### config.mk
export PLATFORM = sky130hd
export DESIGN_NAME = bg_pixel_fetcher
export DESIGN_NICKNAME = d
export VERILOG_FILES = /design/src/rtl/ppu_types_pkg.sv /design/src/rtl/bg_fetch_addr_gen.sv /design/src/rtl/bg_pixel_fetcher.sv
export SDC_FILE = /design/constraint.sdc
export NUM_CORES = 1
export LEC_CHECK = 0
export CORE_MARGIN = 5
export CORE_UTILIZATION = 30
export DETAILED_ROUTE_END_ITERATION = 8
export PLACE_DENSITY = 0.62
export SLEW_MARGIN = 10
export SYNTH_ARGS = -nofsm -noshare
export SYNTH_HDL_FRONTEND = slang
export SYNTH_SLANG_ARGS = --single-unit
### constraint.sdc
create_clock -name clk -period 8.5 [get_ports clk]
set_input_delay 2.125 -clock clk [delete_from_list [all_inputs] [get_ports clk]]
set_output_delay 2.125 -clock clk [all_outputs]
set_load 0.03 [all_outputs]
### src/rtl/ppu_types_pkg.sv
// Shared PPU types for the background fetcher: FSM state encoding, VRAM map/data bases
// and the pixel record pushed into the BG FIFO.
package ppu_types_pkg;

  typedef enum logic [2:0] {
    IDLE    = 3'd0,
    MAP_REQ = 3'd1,
    MAP_RD  = 3'd2,
    LO_REQ  = 3'd3,
    LO_RD   = 3'd4,
    HI_REQ  = 3'd5,
    HI_RD   = 3'd6,
    PUSH    = 3'd7
  } bg_fetch_state_t;

  localparam logic [15:0] BG_MAP0_BASE   = 16'h9800;
  localparam logic [15:0] BG_MAP1_BASE   = 16'h9C00;
  localparam logic [15:0] TILE_DATA_8000 = 16'h8000;
  localparam logic [15:0] TILE_DATA_9000 = 16'h9000;
  localparam logic [15:0] TILE_BYTES     = 16'd16;

  typedef struct packed {
    logic [2:0] palette;
    logic       bg_prio;
    logic [1:0] color;
  } pixel_t;

  // Pixel p of a tile row comes from bit 7-p of each bitplane (leftmost pixel first).
  function automatic logic [1:0] pixel_color(input logic [7:0] lo, input logic [7:0] hi,
                                             input logic [2:0] p);
    logic [2:0] bit_idx;
    bit_idx = 3'd7 - p;
    return {hi[bit_idx], lo[bit_idx]};
  endfunction

endpackage

### src/rtl/bg_fetch_addr_gen.sv
// Combinational VRAM address generator for the BG fetcher: tile-map byte address and
// low/high bitplane addresses, selected by the current fetch state.
module bg_fetch_addr_gen
  import ppu_types_pkg::*;
#(
  parameter int MAP_WIDTH = 32
) (
  input  logic [7:0]      lcdc,
  input  logic [7:0]      scx,
  input  logic [7:0]      scy,
  input  logic [7:0]      ly,
  input  logic [4:0]      tile_x,
  input  logic [7:0]      tile_id,
  input  bg_fetch_state_t state,
  output logic [15:0]     vram_addr
);

  logic [7:0]  yy_s;
  logic [5:0]  col_sum_s;
  logic [4:0]  map_col_s;
  logic [15:0] map_base_s;
  logic [15:0] map_addr_s;
  logic [15:0] row_addr_s;
  logic [15:0] lo_addr_s;
  logic        unused_s;

  assign unused_s = ^{lcdc[7:5], lcdc[2:0], scx[2:0]};

  // Map and bitplane address arithmetic; all 8-bit sums wrap naturally.
  always_comb begin
    yy_s       = scy + ly;
    col_sum_s  = {1'b0, scx[7:3]} + {1'b0, tile_x};
    map_col_s  = 5'(col_sum_s % 6'(MAP_WIDTH));
    map_base_s = lcdc[3] ? BG_MAP1_BASE : BG_MAP0_BASE;
    map_addr_s = map_base_s + {6'b0, yy_s[7:3], 5'b0} + {11'b0, map_col_s};
    // 8000 mode indexes tiles unsigned, 9000 mode treats the id as signed.
    if (lcdc[4]) begin
      row_addr_s = TILE_DATA_8000 + ({8'h00, tile_id} * TILE_BYTES);
    end else begin
      row_addr_s = TILE_DATA_9000 + ({{8{tile_id[7]}}, tile_id} * TILE_BYTES);
    end
    lo_addr_s = row_addr_s + {12'b0, yy_s[2:0], 1'b0};
  end

  // Pick the address for the byte the current state is fetching.
  always_comb begin
    case (state)
      MAP_REQ, MAP_RD: vram_addr = map_addr_s;
      LO_REQ, LO_RD:   vram_addr = lo_addr_s;
      HI_REQ, HI_RD:   vram_addr = lo_addr_s + 16'd1;
      default:         vram_addr = 16'h0000;
    endcase
  end

endmodule

### src/rtl/bg_pixel_fetcher.sv
// PPU mode-3 background fetcher: fetches map byte and two bitplanes per tile from VRAM,
// then pushes eight pixels into the BG FIFO, honouring FIFO backpressure.
module bg_pixel_fetcher
  import ppu_types_pkg::*;
#(
  parameter int TILES_PER_LINE = 21,
  parameter int MAP_WIDTH      = 32
) (
  input  logic        clk,
  input  logic        rst_n,
  input  logic        start,
  input  logic        abort,
  output logic        vram_read_req,
  output logic [15:0] vram_addr,
  input  logic [7:0]  vram_rdata,
  input  logic [7:0]  lcdc,
  input  logic [7:0]  scx,
  input  logic [7:0]  scy,
  input  logic [7:0]  ly,
  output logic        write_en,
  output logic [5:0]  write_data,
  input  logic        full,
  input  logic        empty,
  output logic        busy,
  output logic        done,
  output logic [4:0]  tile_x
);

  localparam logic [4:0] LAST_TILE = 5'(TILES_PER_LINE - 1);

  bg_fetch_state_t state_r, next_state_s;
  logic [2:0]  p_r;
  logic [4:0]  tile_x_r;
  logic [7:0]  tile_id_r, lo_r, hi_r;
  logic [15:0] addr_r, gen_addr_s;
  logic        done_r;
  logic        last_push_s;
  pixel_t      pixel_s;
  logic        unused_s;

  assign unused_s    = empty;
  assign last_push_s = (state_r == PUSH) && !full && (p_r == 3'd7);

  bg_fetch_addr_gen #(.MAP_WIDTH(MAP_WIDTH)) u_addr_gen (
    .lcdc      (lcdc),
    .scx       (scx),
    .scy       (scy),
    .ly        (ly),
    .tile_x    (tile_x_r),
    .tile_id   (tile_id_r),
    .state     (state_r),
    .vram_addr (gen_addr_s)
  );

  // State register.
  always_ff @(posedge clk or negedge rst_n) begin
    if (!rst_n) state_r <= IDLE;
    else        state_r <= next_state_s;
  end

  // Next-state logic; abort overrides everything.
  always_comb begin
    next_state_s = state_r;
    if (abort) begin
      next_state_s = IDLE;
    end else begin
      case (state_r)
        IDLE:    next_state_s = start ? MAP_REQ : IDLE;
        MAP_REQ: next_state_s = MAP_RD;
        MAP_RD:  next_state_s = LO_REQ;
        LO_REQ:  next_state_s = LO_RD;
        LO_RD:   next_state_s = HI_REQ;
        HI_REQ:  next_state_s = HI_RD;
        HI_RD:   next_state_s = PUSH;
        PUSH: begin
          if (last_push_s) next_state_s = (tile_x_r == LAST_TILE) ? IDLE : MAP_REQ;
          else             next_state_s = PUSH;
        end
        default: next_state_s = IDLE;
      endcase
    end
  end

  // Fetched bytes, held address, pixel counter, tile index and done pulse.
  always_ff @(posedge clk or negedge rst_n) begin
    if (!rst_n) begin
      p_r       <= 3'd0;
      tile_x_r  <= 5'd0;
      tile_id_r <= 8'h00;
      lo_r      <= 8'h00;
      hi_r      <= 8'h00;
      addr_r    <= 16'h0000;
      done_r    <= 1'b0;
    end else begin
      done_r <= 1'b0;
      if (abort) begin
        p_r      <= 3'd0;
        tile_x_r <= 5'd0;
      end else begin
        case (state_r)
          MAP_REQ, LO_REQ, HI_REQ: addr_r <= gen_addr_s;
          MAP_RD: tile_id_r <= vram_rdata;
          LO_RD:  lo_r      <= vram_rdata;
          HI_RD:  hi_r      <= vram_rdata;
          PUSH: begin
            if (!full) begin
              p_r <= p_r + 3'd1;
              if (p_r == 3'd7) begin
                if (tile_x_r == LAST_TILE) begin
                  tile_x_r <= 5'd0;
                  done_r   <= 1'b1;
                end else begin
                  tile_x_r <= tile_x_r + 5'd1;
                end
              end
            end
          end
          default: ;
        endcase
      end
    end
  end

  // Output decode; RD cycles replay the address captured during the request.
  always_comb begin
    vram_read_req   = 1'b0;
    vram_addr       = 16'h0000;
    write_en        = 1'b0;
    pixel_s         = '0;
    case (state_r)
      MAP_REQ, LO_REQ, HI_REQ: begin
        vram_read_req = 1'b1;
        vram_addr     = gen_addr_s;
      end
      MAP_RD, LO_RD, HI_RD: vram_addr = addr_r;
      PUSH: begin
        write_en      = !full && !abort;
        pixel_s.color = pixel_color(lo_r, hi_r, p_r);
      end
      default: ;
    endcase
    write_data = pixel_s;
    busy       = (state_r != IDLE);
    done       = done_r;
    tile_x     = tile_x_r;
  end

endmodule

-- After elaboration in Yosys (flattened, before gate mapping)
Index checks and enable logic that the tools add are counted.
Widths: inputs -> output; s select.
- register bits: 52
- input bits: 46
- logic and storage cells: 80
- $add $sub $neg: 11
- magnitude comparators: 1
- equal/unequal tests: 10
- mux-type cells: 29
- bitwise operators: 1
- reductions and logical operators: 20
- operator list (operator ; count):
    $pmux 16 s3 ; 1
    $pmux 16 s2 ; 1
    $mux 5 ; 5
    $pmux 3 s8 ; 1
    $add 16x1->16 const B ; 1
    $add 16x10->16 ; 1
    $add 16x12->16 const A ; 1
    $add 16x16->16 const A ; 1
    $add 16x4->16 ; 1
    $add 16x5->16 ; 1
    $mux 16 ; 1
    $eq 3x3->1 const B ; 5
    $mux 3 ; 5
    $mux 1 ; 11
    $mux 11 ; 1
    $reduce_and 2->1 ; 5
    $add 8x8->8 ; 1
    $bmux 1 s3 ; 2
    $eq 3x2->1 const B ; 2
    $reduce_or 2->1 ; 3
    $reduce_or 3->1 ; 2
    $add 5x1->5 const B ; 1
    $add 5x5->5 ; 1
    $eq 5x5->1 const B ; 1
    other kinds (13) ; 17

-- Depth between registers and ports, before layout
Gate-level depths: netlist of the first run.
- depth after elaboration: 6
- gate-level depth with buffers: 7
- mapped depth without buffers: 6

-- Hierarchy
A second synthesis of the first run with hierarchy kept.
- cells, all modules: 276
- area total of the unflattened synthesis: 3159.3 µm²
- modules (own cells, without submodules) (module ; instances ; cells each ; area an instance (µm²) ; sequential area each (µm²)):
    bg_pixel_fetcher ; 1 ; 192 ; 2536.2 ; 1301.2
    bg_fetch_addr_gen ; 1 ; 84 ; 623.1 ; 0.0

-- Worst setup path after synthesis of the first run
OpenSTA, ideal clock, no wires.
- kind: input -> output
- start: input port scy[0]
- end: output port vram_addr[8]
- data arrival time: 4186 ps
- path slack: 2189 ps
- stages: 6
- buffers on the path: 0
- cells stage by stage: ha_1 -> fa_1 -> a211o_1 -> a211oi_1 -> o41ai_1 -> a211oi_1
- cells in the longest elaborated chain, start to end: 5
- ends and longest elaborated chain (element ; RTL line ; RTL):
    start: declaration ; bg_pixel_fetcher.sv:18 ; input logic [7:0] scy,
    $add 8x8->8 (*) ; bg_fetch_addr_gen.sv:31 ; yy_s = scy + ly;
    $add 16x4->16 / $add 16x10->16 (equally long branches) ; bg_fetch_addr_gen.sv:42, bg_fetch_addr_gen.sv:35 ;
    $add 16x1->16 / $add 16x5->16 (equally long branches) ; bg_fetch_addr_gen.sv:50, bg_fetch_addr_gen.sv:35 ;
    $pmux 16 s3 (*) ; bg_fetch_addr_gen.sv:47 ; case (state)
    $pmux 16 s2 (*) ; bg_pixel_fetcher.sv:130 ; case (state_r)
    end: declaration ; bg_pixel_fetcher.sv:14 ; output logic [15:0] vram_addr,
Mark *: on every way between the ends. The rest lies on a longest branch, timed or not.

-- Worst setup path in the final report of the first run
Same ends and word-level chain as after synthesis.

==> run metrics, run 1 <==
Hold EP=addr_r[15]; initial antenna violation count=0; CP arrival=4.98 ns; top cell type's share of synthesized area=0.3914; post-CTS sizing=0; Die Area=0.01282 mm2; top cell family by delay on the critical path=buffers and inverters; crit-path cells=clkdlybuf4s50_1 -> ha_1 -> fa_1 -> a211o_1 -> a211oi_1 -> o41ai_1 -> a211oi_1 -> clkdlybuf4s50_1; GPL Wtd Cong=0.7940; reg-to-reg slack, setup=5.82 ns; fin cells=521; most common cell in the synthesized netlist=dfrtp_1; Die Span X=113.2 um; Num CTS Buffers=5; clock net sink count=50; Post-synth EDFFs=0; postcts setup bufs=0; Setup crit end kind=output pin; slew of the pin with the lowest slew margin=1.037 ns; Cell Area, Synth=0.003197 mm2; Slowest Stage Delay on Critical Path=0.73 ns; Routed Antenna Nets=0; Initial Utilization=0.3083; Die Y=113.2 um; initial drt markers=145; layout cells sized above 1=0.1143; status=complete, no violations; Lkg Pwr=1.623 nW; post-route setup slack=1.391 ns; post-route clock period utilization=0.8364; RR Startpoint=state_r[1]; Synth warnings=0; Peak VDD IR=0.00008356 V; Site Rows=37; Avg Cell Area, Syn=9.600 um2; top_reg_cell synth=dfrtp_1; min-delay src=addr_r[15]; HP Class=register to register; I/O pin total=77; sequential-to-total area share from yosys stat=0.3914; crit path buf inv count=2; post-route cell area=0.003974 mm2; Req. time, crit path=6.38 ns; drt drc=0; ant diodes=0; root buffer cell=clkbuf_8; Layout fillers=1044; fin. max-slew vios=0; pwr dens=186.1 mW/mm2; Area Overhead vs Synth=24.31%; max_cap viols=0; port buffer count=60; Total Power=0.7396 mW; CP max stage cell=clkdlybuf4s50_1; Clock transition at path regs=0.09 ns; Yosys top cell by area=dfrtp_1; Place WS=1.388 ns; Final Setup Violations=0; Sum Neg Setup Slack=0 ns; r2r worst-path depth=4; Max Fanout on Critical Path=3; Post-CTS Hold Buffers=0; post-detail-place hpwl=6095 um; nets@finish=447; Synth top cells by count=dfrtp_1, a21oi_1, nand2_1, nor2_1, mux2_2; GRT Total Usage=0.1290; CTS tree=built; Synth Register Bits=50; Synth async-reset ratio=1.000; H-tree Lvls=2; Fmax achieved=0.1407 GHz; clk_skew=0.005122 ns; average wire per standard cell=15.81 um; number of global-route vias before repair=2807; RSZ-0062 raised after global routing=false; Critical R2R Capture=addr_r[2]; total overflow reported by the global router=0; final hold violations=0; Yosys cell types=52; via count=2699; Max clock buf depth=2; Worst setup SP type=input pin; DR vias/cell=5.180; Worst-Skew Late Latency=0.30 ns; pin count of the biggest net entering global routing=51; largest cells by area after synthesis=dfrtp_1, mux2_2, ha_1, a21oi_1, nand2_1; crit path time final=7.109 ns; 1st-pass router iterations=4; first-pass GRT wire length=13600 um; worst setup path class=input pin to output pin; headroom to the max-slew limit=0.3037; Synth Instances=333; Core Area=0.01037 mm2; final WL=8235 um; worst hold path depth=1; Area after DPL=0.003875 mm2; DP Cell Count=513
[layout make-up]
type | count | area [um2] | area share
clock inverters | 2 | 16.27 | 0.004093
repair buffers | 63 | 618.1 | 0.1555
inverters | 6 | 22.52 | 0.005668
multi-input cells | 258 | 1813 | 0.4562
clock buffers | 6 | 82.58 | 0.02078
flip-flops and latches | 50 | 1251 | 0.3149
well taps | 136 | 170.2 | 0.04282
[flip-flops by register name, summed over array words and instances (netlist names)]
signal	flops
tile_id_r	8
tile_x	5
hi_r	8
p_r	3
state_r	3
addr_r	14
lo_r	8
done	1
[metrics by stage]
step | hold WS [ns] | utilization
after floorplan | 0.4346 | -
after global placement | 0.4483 | 0.3737
after detailed placement | 0.4521 | 0.3737
after CTS | 0.4788 | 0.3832
after global routing | 0.4972 | 0.3832
final | 0.4810 | 0.3832
[layer usage]
metal | routed length, um | vias up | global-route usage
met5 | 0 | - | 0
met4 | 23 | 0 | 0.02083
met3 | 518 | 2 | 0.02781
met2 | 3859 | 82 | 0.2180
met1 | 3835 | 1323 | 0.1727
li1 | - | 1292 | -
[worst register-to-register path, stage by stage, from the launching register on]
cell and delay [ns]:
dfrtp_1 0.79, nand2_1 0.35, xnor2_1 0.89, a22oi_1 0.33
o21ai_0 0.25
[placed cells by master (no fill, tap or decap), drive strengths merged, types with 3 or more instances in the layout]
cell           netlist  final
o31ai                3      3
ha                  15     15
a31oi                3      3
dfrtp               50     50
nand3                6      6
a211oi               6      6
mux2                23     23
mux4                 4      4
a21o                 5      5
nand2b               8      8
nor2b                5      5
clkbuf              11      6
nor2                26     26
buf                 13      4
a21boi               3      3
inv                  6      7
nand2               32     32
conb                 1      6
o211ai               6      6
a21oi               35     35
o21ai               20     20
nor3                 9      9
clkdlybuf4s50        0     59
mux2i                7      7
xor2                 3      3
xnor2                6      6
[power breakdown]
part           switching (mW)  leakage (nW)  internal (mW)  total (mW)
logic                   0.132         0.933          0.117       0.249
clock network          0.0822        0.0478         0.0672       0.149
registers              0.0426         0.642          0.299       0.341
[how the worst max path moves through the flow]
stage | startpoint | to | depth (start not counted)
6_report | scy[0] | vram_addr[8] | 8
4_1_cts | scy[0] | vram_addr[8] | 8
2_1_floorplan | scy[0] | vram_addr[8] | 6
5_1_grt | scy[0] | vram_addr[8] | 8
3_5_place_dp | scy[0] | vram_addr[8] | 8
3_3_place_gp | scy[0] | vram_addr[8] | 8
[logic make-up after synthesis]
group / synth area share
AO/OA/AOI/OAI: 0.1843
XOR/XNOR: 0.02466
adder cells (fa/ha/maj): 0.07123
buffers and inverters: 0.04736
flip-flops: 0.3914
multiplexers: 0.1311
other: 0.001173
AND/OR/NAND/NOR: 0.1487
Power figures use the tool's default switching activity.
==> inputs of run 2 (changes only) <==
Clock period 8.5 ns to 7.05 ns, I/O delays scaled along.
==> run metrics, run 2 (same netlist as run 1, synthesis figures left out) <==
Crit path depth=8; final hold violations=0; crit path buf inv count=2; Die Y=113.2 um; Site Rows=37; Core Area=0.01037 mm2; H-tree Lvls=2; Critical Path End=vram_addr[8]; drt drc=0; Layout fillers=1036; Worst-Skew Late Latency=0.31 ns; average wire per standard cell=15.80 um; max reg flops=14; fin. max-slew vios=0; r2r worst-path depth=4; Place WS=0.7104 ns; status=complete, no violations; Max Fanout on Critical Path=3; initial drt markers=206; Worst setup SP type=input pin; pin count of the biggest net entering global routing=51; Clock transition at path regs=0.09 ns; Critical path origin=scy[0]; clk_skew=0.006715 ns; Final Setup Violations=0; Peak VDD IR=0.00009652 V; post-CTS sizing=0; worst setup path class=input pin to output pin; Initial Utilization=0.3083; CP arrival=4.62 ns; post-route clock period utilization=0.9047; Critical R2R Capture=addr_r[2]; nets@finish=447; Num CTS Buffers=5; RR Startpoint=state_r[1]; final WL=8230 um; Post-CTS Hold Buffers=0; top cell family by delay on the critical path=buffers and inverters; post-detail-place hpwl=6103 um; root buffer cell=clkbuf_8; Setup crit end kind=output pin; I/O pin total=77; Min Hold Slack=0.4771 ns; CTS tree=built; initial antenna violation count=0; GR peak layer=met2; GRT Total Usage=0.1292; Routed Antenna Nets=0; Sum Neg Setup Slack=0 ns; RSZ-0062 raised after global routing=false; GR Util met1=0.1815; Die Area=0.01282 mm2; Slowest Stage Delay on Critical Path=0.73 ns; DR vias/cell=5.180; Fmax achieved=0.1568 GHz; reg-to-reg slack, setup=4.30 ns; max_cap viols=0; Die Span X=113.2 um; met2 usage=0.2046; CP max stage cell=clkdlybuf4s50_1; first-pass GRT wire length=13410 um; Lkg Pwr=1.623 nW; clock net sink count=50; ant diodes=0; Req. time, crit path=5.29 ns; headroom to the max-slew limit=0.2805; postcts setup bufs=0; via count=2699; GPL Wtd Cong=0.7952; crit path time final=6.378 ns; Reg with most FFs=addr_r; slew of the pin with the lowest slew margin=1.072 ns; total overflow reported by the global router=0; Max clock buf depth=2; layout cells sized above 1=0.1143; post-route setup slack=0.6718 ns; HP Class=register to register; met3 track demand over resource=0.02888; number of global-route vias before repair=2727; pwr dens=223.7 mW/mm2; 1st-pass router iterations=4; commonest non-fill, non-tap cell in the layout=clkdlybuf4s50_1; most frequent cells in the layout=clkdlybuf4s50_1, dfrtp_1, a21oi_1, nand2_1, nor2_1; Area Overhead vs Synth=24.31%; crit-path cells=clkdlybuf4s50_1 -> ha_1 -> fa_1 -> a211o_1 -> a211oi_1 -> o41ai_1 -> a211oi_1 -> clkdlybuf4s50_1; port buffer count=60
==> run 2: cell counts in the layout (fill, tap and decap cells not counted) <==
No cell type changed its count.
==> run 2: metal layers <==
layer / part of all wire / wire, um
met5: 0 / 0
met4: 0.0077 / 63
met1: 0.47 / 3837
met2: 0.46 / 3788
met3: 0.066 / 540
==> run 2: worst min-delay path by stage <==
stage	from	to	slack, ns	cells after the start
after global placement	addr_r[15]	addr_r[15]	0.45	1
after floorplan	addr_r[15]	addr_r[15]	0.43	1
after global routing	hi_r[1]	hi_r[1]	0.52	1
after detailed placement	addr_r[15]	addr_r[15]	0.46	1
after CTS	addr_r[15]	addr_r[15]	0.48	1
final	addr_r[15]	addr_r[15]	0.48	1
==> run 2: per-stage QoR <==
step                      cells  power (mW)  cell area, um2    util
final                       521      0.8889            3974  0.3832
after global routing        521      0.9464            3974  0.3832
after CTS                   521      0.8983            3974  0.3832
after detailed placement    513      0.7164            3875  0.3737
after global placement      513      0.7063            3875  0.3737
after floorplan             338      0.6077            3216       -
==> run 2: power breakdown <==
| group | switching, mW | internal (mW) | leakage [nW] |
|---|---|---|---|
| sequential | 0.0507 | 0.360 | 0.642 |
| combinational | 0.159 | 0.141 | 0.933 |
| clock | 0.0980 | 0.0809 | 0.0478 |
==> run 2: area by class of cell <==
cell class                      count  area, um2  area share
Clock buffer                        6      82.58     0.02078
Tap cell                          136      170.2     0.04282
Timing Repair Buffer               63      618.1      0.1555
Clock inverter                      2      16.27    0.004093
Inverter                            6      22.52    0.005668
Sequential cell                    50       1251      0.3149
Multi-Input combinational cell    258       1813      0.4562
